==> config.mk <==
export PLATFORM = sky130hd
export DESIGN_NAME = fft_frame_feeder
export DESIGN_NICKNAME = d
export VERILOG_FILES = /design/src/rtl/fft_frame_feeder.sv
export SDC_FILE = /design/constraint.sdc
export NUM_CORES = 1
export LEC_CHECK = 0
export CAP_MARGIN = 20
export CORE_ASPECT_RATIO = 1.4
export CORE_MARGIN = 2
export CORE_UTILIZATION = 48
export DETAILED_ROUTE_END_ITERATION = 10
export GPL_ROUTABILITY_DRIVEN = 0
export PLACE_DENSITY = 0.91
export SLEW_MARGIN = 0
export SYNTH_ARGS = -nofsm -noshare
export SYNTH_HDL_FRONTEND = slang
export SYNTH_SLANG_ARGS = --single-unit
==> constraint.sdc <==
create_clock -name aclk -period 3 [get_ports aclk]
set_clock_uncertainty 0.05 [all_clocks]
set_input_delay 0.3 -clock aclk [delete_from_list [all_inputs] [get_ports aclk]]
set_output_delay 0.3 -clock aclk [all_outputs]
set_load 0.01 [all_outputs]
==> src/rtl/fft_frame_feeder.sv <==
// fft_frame_feeder: converts signed 16-bit PCM into complex float32 AXI-Stream beats
// for the FFT core, issuing the config word after reset or on request at frame boundaries.
`default_nettype none

module fft_frame_feeder #(
    parameter int FRAME_LEN = 1024
) (
    input  logic        aclk,
    input  logic        aresetn,
    input  logic [15:0] sample_tdata,
    input  logic        sample_tvalid,
    output logic        sample_tready,
    input  logic [15:0] cfg_word,
    input  logic        cfg_req,
    output logic [15:0] m_axis_config_tdata,
    output logic        m_axis_config_tvalid,
    input  logic        m_axis_config_tready,
    output logic [63:0] m_axis_data_tdata,
    output logic        m_axis_data_tvalid,
    input  logic        m_axis_data_tready,
    output logic        m_axis_data_tlast,
    output logic        frame_done,
    output logic [15:0] frame_count
);

    localparam int IDX_W = $clog2(FRAME_LEN);
    localparam logic [IDX_W-1:0] LAST_IDX = IDX_W'(FRAME_LEN - 1);

    typedef enum logic [0:0] {
        CONFIG = 1'b0,
        STREAM = 1'b1
    } state_t;

    state_t           state;
    logic [IDX_W-1:0] sample_idx;
    logic             cfg_pending;

    logic             out_free;
    logic             go_config;
    logic             sample_hs;
    logic             data_hs;
    logic [16:0]      mag;
    logic [3:0]       msb_pos;
    logic [4:0]       shift_amt;
    logic [22:0]      mantissa;
    logic [7:0]       exponent;
    logic [31:0]      float_word;

    // Magnitude is 17 bits so that -32768 negates without overflow.
    always_comb begin
        mag = sample_tdata[15] ? (17'd0 - {1'b1, sample_tdata}) : {1'b0, sample_tdata};
        msb_pos = 4'd0;
        for (int i = 0; i < 16; i++) begin
            if (mag[i]) msb_pos = 4'(i);
        end
        shift_amt  = 5'd23 - {1'b0, msb_pos};
        mantissa   = 23'({7'd0, mag} << shift_amt);
        exponent   = 8'd127 + {4'd0, msb_pos};
        float_word = (mag == 17'd0) ? 32'h0000_0000 : {sample_tdata[15], exponent, mantissa};
    end

    // Reconfiguration only ever starts with the previous frame's tlast beat gone.
    assign out_free      = !m_axis_data_tvalid || m_axis_data_tready;
    assign go_config     = (state == STREAM) && cfg_pending && (sample_idx == '0) && out_free;
    assign sample_tready = (state == STREAM) && out_free && !go_config;
    assign sample_hs     = sample_tvalid && sample_tready;
    assign data_hs       = m_axis_data_tvalid && m_axis_data_tready;

    always_ff @(posedge aclk or negedge aresetn) begin
        if (!aresetn) begin
            state                <= CONFIG;
            sample_idx           <= '0;
            cfg_pending          <= 1'b0;
            m_axis_config_tdata  <= 16'h0000;
            m_axis_config_tvalid <= 1'b0;
            m_axis_data_tdata    <= 64'h0;
            m_axis_data_tvalid   <= 1'b0;
            m_axis_data_tlast    <= 1'b0;
            frame_done           <= 1'b0;
            frame_count          <= 16'h0000;
        end else begin
            frame_done <= data_hs && m_axis_data_tlast;
            if (data_hs && m_axis_data_tlast) begin
                frame_count <= frame_count + 16'd1;
            end

            if (sample_hs) begin
                m_axis_data_tdata  <= {32'h0000_0000, float_word};
                m_axis_data_tvalid <= 1'b1;
                m_axis_data_tlast  <= (sample_idx == LAST_IDX);
                sample_idx         <= sample_idx + 1'b1;
            end else if (m_axis_data_tready) begin
                m_axis_data_tvalid <= 1'b0;
            end

            case (state)
                CONFIG: begin
                    // tvalid low here only on the first cycle after reset.
                    if (!m_axis_config_tvalid) begin
                        m_axis_config_tdata  <= cfg_word;
                        m_axis_config_tvalid <= 1'b1;
                    end else if (m_axis_config_tready) begin
                        m_axis_config_tvalid <= 1'b0;
                        state                <= STREAM;
                    end
                end
                STREAM: begin
                    if (go_config) begin
                        state                <= CONFIG;
                        cfg_pending          <= 1'b0;
                        m_axis_config_tdata  <= cfg_word;
                        m_axis_config_tvalid <= 1'b1;
                    end else if (cfg_req) begin
                        cfg_pending <= 1'b1;
                    end
                end
                default: state <= CONFIG;
            endcase
        end
    end

endmodule

`default_nettype wire

==> results of run 1 <==
==> critical path: cells and delay by family <==
family                     cells  cell delay (ns)
AOI/OAI and AO/OA              7             1.41
and+or+nand+nor                2             0.76
buffers and inverters          4             0.48
xor gates and xnor gates       1             0.16
adders and majority gates      1             0.15
==> cell usage in the layout (no fill, tap or decap), drive strengths merged, types with 5 or more instances in the layout <==
cell type	count
clkbuf	14
conb	32
nand4	6
o21ai	22
xor2	12
inv	15
o31ai	6
nand2	39
clkdlybuf4s50	94
a21oi	13
nor3	7
ha	6
and3	6
mux2i	13
nor2	28
xnor2	28
o221ai	5
buf	107
mux2	29
and2	10
dfrtp	79
nand3	17
nand2b	5
nor4	7
==> metrics by stage <==
step                      area (um^2)  total power (uW)  instances
final                            7210              4690        805
after global routing             7210              4920        805
after CTS                        6960              4580        796
after detailed placement         6450              3400        767
after global placement           6450              3350        767
after floorplan                  4990              2490        499
==> where the power goes <==
| part | switching (uW) | internal, uW | total (uW) |
|---|---|---|---|
| clock network | 435 | 671 | 1110 |
| logic | 898 | 1090 | 1990 |
| registers | 224 | 1370 | 1590 |
| total | 1560 | 3130 | 4690 |
==> synth_stat cells, types with 10 or more instances <==
| library cell | count |
|---|---|
| a21oi_1 | 11 |
| and2_1 | 10 |
| buf_4 | 33 |
| clkbuf_1 | 15 |
| dfrtp_1 | 79 |
| inv_1 | 12 |
| mux2_2 | 22 |
| mux2i_1 | 12 |
| nand2_1 | 38 |
| nand3_1 | 16 |
| nor2_1 | 27 |
| o21ai_0 | 20 |
| xnor2_1 | 28 |
| xor2_1 | 11 |
==> registers in the layout (all words and copies together) (netlist names), 10 cells and up <==
signal,flops
m_axis_data_tdata,31
frame_count,16
m_axis_config_tdata,16
sample_idx,10
==> routing by layer <==
metal / global-route usage / vias up / wire, um
li1: - / 2012 / -
met3: 0.0484 / 88 / 949
met2: 0.474 / 260 / 7920
met5: 0 / - / 0
met1: 0.272 / 2200 / 5140
met4: 0.158 / 0 / 971
==> cell families (layout without fill, tap and decap cells) <==
family / after synthesis / in the layout / share of synthesized area
AO/OA/AOI/OAI: 92 / 92 / 0.154
XOR/XNOR: 40 / 40 / 0.0746
adder cells (fa/ha/maj): 6 / 6 / 0.0156
buffers and inverters: 69 / 239 / 0.0892
flip-flops: 79 / 79 / 0.412
multiplexers: 42 / 42 / 0.101
other: 1 / 32 / 0.000782
AND/OR/NAND/NOR: 139 / 140 / 0.153
==> path summary, 6_finish.rpt <==
path / slack, ns / to
max in group asynchronous: 2.20 / m_axis_data_tdata[8]
min in group aclk: 0.43 / frame_count[15]
hold / removal: 0.05 / frame_count[9]
setup reg to reg: 0.45 / m_axis_data_tdata[16]
setup / recovery: -0.06 / m_axis_data_tdata[21]
hold reg to reg: 0.43 / frame_count[15]
==> what timing repair did <==
item	4_1_cts	5_1_grt
pin swaps	17	22
endpoints found under the setup margin	22	15
buffers inserted	11	9
resized for setup	42	49
cloned	2	0
==> area by class of cell <==
| class | instances | area share |
|---|---|---|
| clock buffers | 10 | 0.0332 |
| clock inverters | 6 | 0.00938 |
| inverters | 13 | 0.00816 |
| multi-input cells | 352 | 0.389 |
| flip-flops and latches | 79 | 0.274 |
| well taps | 135 | 0.0234 |
| repair buffers | 210 | 0.262 |
==> metrics.txt, run 1 <==
Worst slew margin=0.357; effective utilization at floorplan=0.487; Achievable Freq=327 MHz; number of flip-flops and latches in the synthesized netlist=79; failing checks=setup timing; post-synthesis async set-or-reset flop share=1.00; Total Wirelength=15.0 mm; Worst EP arrival=3.26 ns; Cell Chain, Critical Path=buf_6 > inv_2 > ha_4 > or3b_2 > o21ai_1 > xnor2_1 > a21oi_1 > o31ai_1 > a311o_2 > buf_16 > buf_4 > nor3_2 > a21oi_2 > o221ai_1 > o21bai_2; Critical Path Source=sample_tdata[1]; top_reg_cell synth=dfrtp_1; required time reported for the critical path endpoint=3.20 ns; TritonCTS clock tree=done; final setup fails=2; sort of element at the end of the critical path=register; number of antenna violations at the first check in global routing=0; Worst Setup Slack, final=-0.0581 ns; critical-path cell with the highest stage delay=or3b_2; reg-to-reg startpoint=sample_idx[7]; Top Ports=around 140; die width=~89 um; crit-path max cell delay=between 0.5 and 0.6 ns; post-synthesis instance area=4800 um^2; sequential share of the synthesized area=0.412; kind of start point of the critical path=input port; CP max FO=6; power density over cell area=roughly 650 nW/um^2; count of nets left with antenna violations after detail routing=0; Die Height=around 120 um; static power due to leakage=0.00316 uW; average wire length per cell after detail routing=18.6 um; routed vias/inst=around 5.7; area taken by flip-flops and latches=1980 um^2; total inserted antenna cells=0; input/output buffers=106; synth top area cells=dfrtp_1 (41%), buf_4 (5.2%), mux2_2 (5.2%); # hold bufs at CTS=0; Synth cell types=78; class of the most critical hold timing path=input port to async pin; number of max-slew violations in the final report=0; worst-case clock buffer depth=2; number of remaining DRC errors=0; first-pass GRT wire length=22.1 mm; cell type with the largest total area after synthesis=dfrtp_1; outcome=finished, violations left; worst hold slack=about 0.053 ns; measured slew at the worst slew-check pin=0.965 ns; cell chosen for the clock root=clkbuf_16; later-pin clock latency in the skew report=around 0.33 ns; total clock buffers created by CTS=9; dpl hpwl=9.63 mm; maximum level of the CTS H-tree=3; area added between synthesis and finish=50.2%; overall routing resource usage=0.261; number of vias after detailed routing=4,560; Final #Nets=709; reported max-cap violation count=0; Fin. Hold Viols=0; final worst path period need=3.06 ns; layout cells sized above 1=0.333; iteration-0 DRC count of the detailed router=approximately 380; total clock sinks=79; setup_tns=-0.0859 ns; Post-synth EDFFs=0; Yosys top cell area share=0.412; Synth Area per Inst=10.3 um^2; Core Area=9850 um^2; fillcell total=between 600 and 700; Cell Rows=43; area of the multi-input gates=2810 um^2; total congestion overflow=0; drt pass-1 iters=5; final standard cell utilization of the core=0.732; yosys warns=0; Post-Place Setup Slack=-0.848 ns; FF-to-FF path depth=8; clock transition at the register clock pins on the worst setup and hold paths after CTS=0.07 ns; maximum number of pins on one net before global-route repair=80; critical path type=input port to register; Final Cycle Share=1.02; number of global-route vias before repair=4,607; die area=10,800 um^2; peak ir drop on the vdd network=316 uV; Syn Inst Count=468
Note: power is estimated with default switching activity, not from simulation.
==> run 2: changes to the inputs <==
- CAP_MARGIN: 20 -> not set
- PLACE_DENSITY: 0.91 -> 0.88
==> metrics.txt, run 2 (synthesis results as in run 1) <==
commonest non-fill, non-tap cell in the layout=buf_4; Worst slew margin=0.363; flip-flop count of the largest register after layout=31; final standard cell utilization of the core=0.727; # hold bufs at CTS=0; total clock buffers created by CTS=9; cell chosen for the clock root=clkbuf_16; maximum number of pins on one net before global-route repair=80; Largest regs=m_axis_data_tdata (31), frame_count (16), m_axis_config_tdata (16); Biggest register=m_axis_data_tdata; number of remaining DRC errors=0; iteration-0 DRC count of the detailed router=311; Cell Chain, Critical Path=buf_8 > inv_4 > ha_4 > or3b_4 > buf_4 > nor4_2 > o211ai_1 > a2bb2oi_2 > o2111ai_4 > nand2_8 > mux2i_2 > mux2_4 > o22ai_2 > a221o_1; Final Cycle Share=1.00; first-pass GRT wire length=22.0 mm; DP Area=6470 um^2; Core Area=9850 um^2; failing checks=setup timing; required time reported for the critical path endpoint=around 3.2 ns; CP bufs+invs=3; sort of element at the end of the critical path=register; met2 track utilization from global routing=0.495; Achievable Freq=333 MHz; power density over cell area=654 nW/um^2; Top Ports=about 140; die area=between 10,000 and 15,000 um^2; CP max FO=6; total congestion overflow=0; total inserted antenna cells=0; Final #Nets=708; commonest cells after routing, fill and taps aside=buf_4 (97), clkdlybuf4s50_1 (94), dfrtp_1 (79), nand2_1 (38), conb_1 (32); Die Height=122 um; number of max-slew violations in the final report=0; number of global-route vias before repair=around 4,700; Fin. Hold Viols=0; count of nets left with antenna violations after detail routing=0; dpl hpwl=10.1 mm; final worst path period need=3.01 ns; kind of start point of the critical path=input port; TritonCTS clock tree=done; outcome=finished, violations left; Worst EP arrival=3.17 ns; met3 capacity usage during global routing=0.0531; critical-path cell with the highest stage delay=or3b_4; Worst Setup Slack, final=-0.00639 ns; Total Wirelength=around 15 mm; overall routing resource usage=0.263; critical path type=input port to register; number of antenna violations at the first check in global routing=0; final setup fails=1; clock transition at the register clock pins on the worst setup and hold paths after CTS=0.06 ns; post-route cell area=roughly 7200 um^2; layout cells sized above 1=0.321; worst-case clock buffer depth=2; input/output buffers=106; global routing usage on met1=0.247; class of the most critical hold timing path=input port to async pin; family with the most delay on the worst path=compound AO/OA/AOI/OAI gates; Cell Rows=43; static power due to leakage=0.00317 uW; area added between synthesis and finish=49.1%; crit-path max cell delay=about 0.42 ns; total clock sinks=79; average wire length per cell after detail routing=roughly 18 um; number of vias after detailed routing=between 4,000 and 5,000; peak ir drop on the vdd network=approximately 280 uV; die width=88.5 um; gr busiest metal=met2; later-pin clock latency in the skew report=0.34 ns; drt pass-1 iters=5; measured slew at the worst slew-check pin=between 0.9 and 1 ns; effective utilization at floorplan=0.487; routed vias/inst=5.65; reported max-cap violation count=0; maximum level of the CTS H-tree=3
==> run 2: cell types whose count changed in the layout (fill, tap and decap cells not counted), sizes merged <==
| cell | previous run | this run |
|---|---|---|
| clkinv | 1 | 4 |
| inv | 15 | 13 |
| nand2 | 39 | 40 |
| clkdlybuf4s15 | 2 | 1 |
| clkinvlp | 2 | 1 |
| buf | 107 | 106 |
==> run 2: cell type report <==
class / instances / area, um^2
Multi-Input combinational cell: 353 / 2780
Fill cell: 650 / 2690
Sequential cell: 79 / 1980
Timing Repair Buffer: 208 / 1860
Clock buffer: 10 / 239
Tap cell: 135 / 169
Clock inverter: 6 / 68.8
Inverter: 13 / 66.3
==> run 2: stage by stage <==
| stage | setup TNS (ns) | hold WS (ns) | total power, uW | cells | setup slack [ns] |
|---|---|---|---|---|---|
| final | -0.00639 | 0.0673 | 4680 | 804 | -0.00639 |
| after global routing | -0.501 | 0.142 | 4920 | 804 | -0.127 |
| after CTS | 0 | 0.0957 | 4620 | 795 | 0.00200 |
| after detailed placement | -13.92 | 0.408 | 3440 | 770 | -0.733 |
| after global placement | -11.38 | 0.413 | 3360 | 770 | -0.617 |
| after floorplan | -0.123 | -0.0456 | 2490 | 499 | -0.0366 |
==> run 2: final timing paths <==
path	start	end	slack [ns]	depth (start not counted)
setup / recovery	sample_tdata[1]	m_axis_data_tdata[19]	-0.006	14
hold / removal	aresetn	sample_idx[7]	0.07	1
setup reg to reg	sample_idx[2]	m_axis_data_tdata[16]	0.38	8
hold reg to reg	frame_count[15]	frame_count[15]	0.41	1
max in group asynchronous	aresetn	m_axis_config_tdata[0]	2.21	1
min in group aclk	frame_count[15]	frame_count[15]	0.41	1
==> run 2: per-layer routing <==
layer	routed length, um	up-vias
li1	-	2010
met1	4870	2217
met2	8080	233
met3	874	82
met4	858	0
met5	0	-
==> run 2: timing repair <==
action | CTS | global route
setup buffers | 6 | 10
setup endpoints to repair | 22 | 18
resized for setup | 39 | 47
cloned | 3 | 0
pin swaps | 17 | 26
==> run 2: power breakdown <==
part / internal (uW) / switching, uW / leakage, uW
Sequential: 1370 / 230 / 0.000995
Combinational: 1090 / 897 / 0.00202
Clock: 670 / 427 / 0.000149
==> run 2: worst register-to-register path, stage by stage, from the launching register on <==
cell	delay, ns
dfrtp_1	0.43
nor4_1	0.34
and4_1	0.28
nor2_1	0.09
nand2_1	0.39
buf_4	0.32
nor2_1	0.15
o2bb2ai_2	0.16
a221o_1	0.29
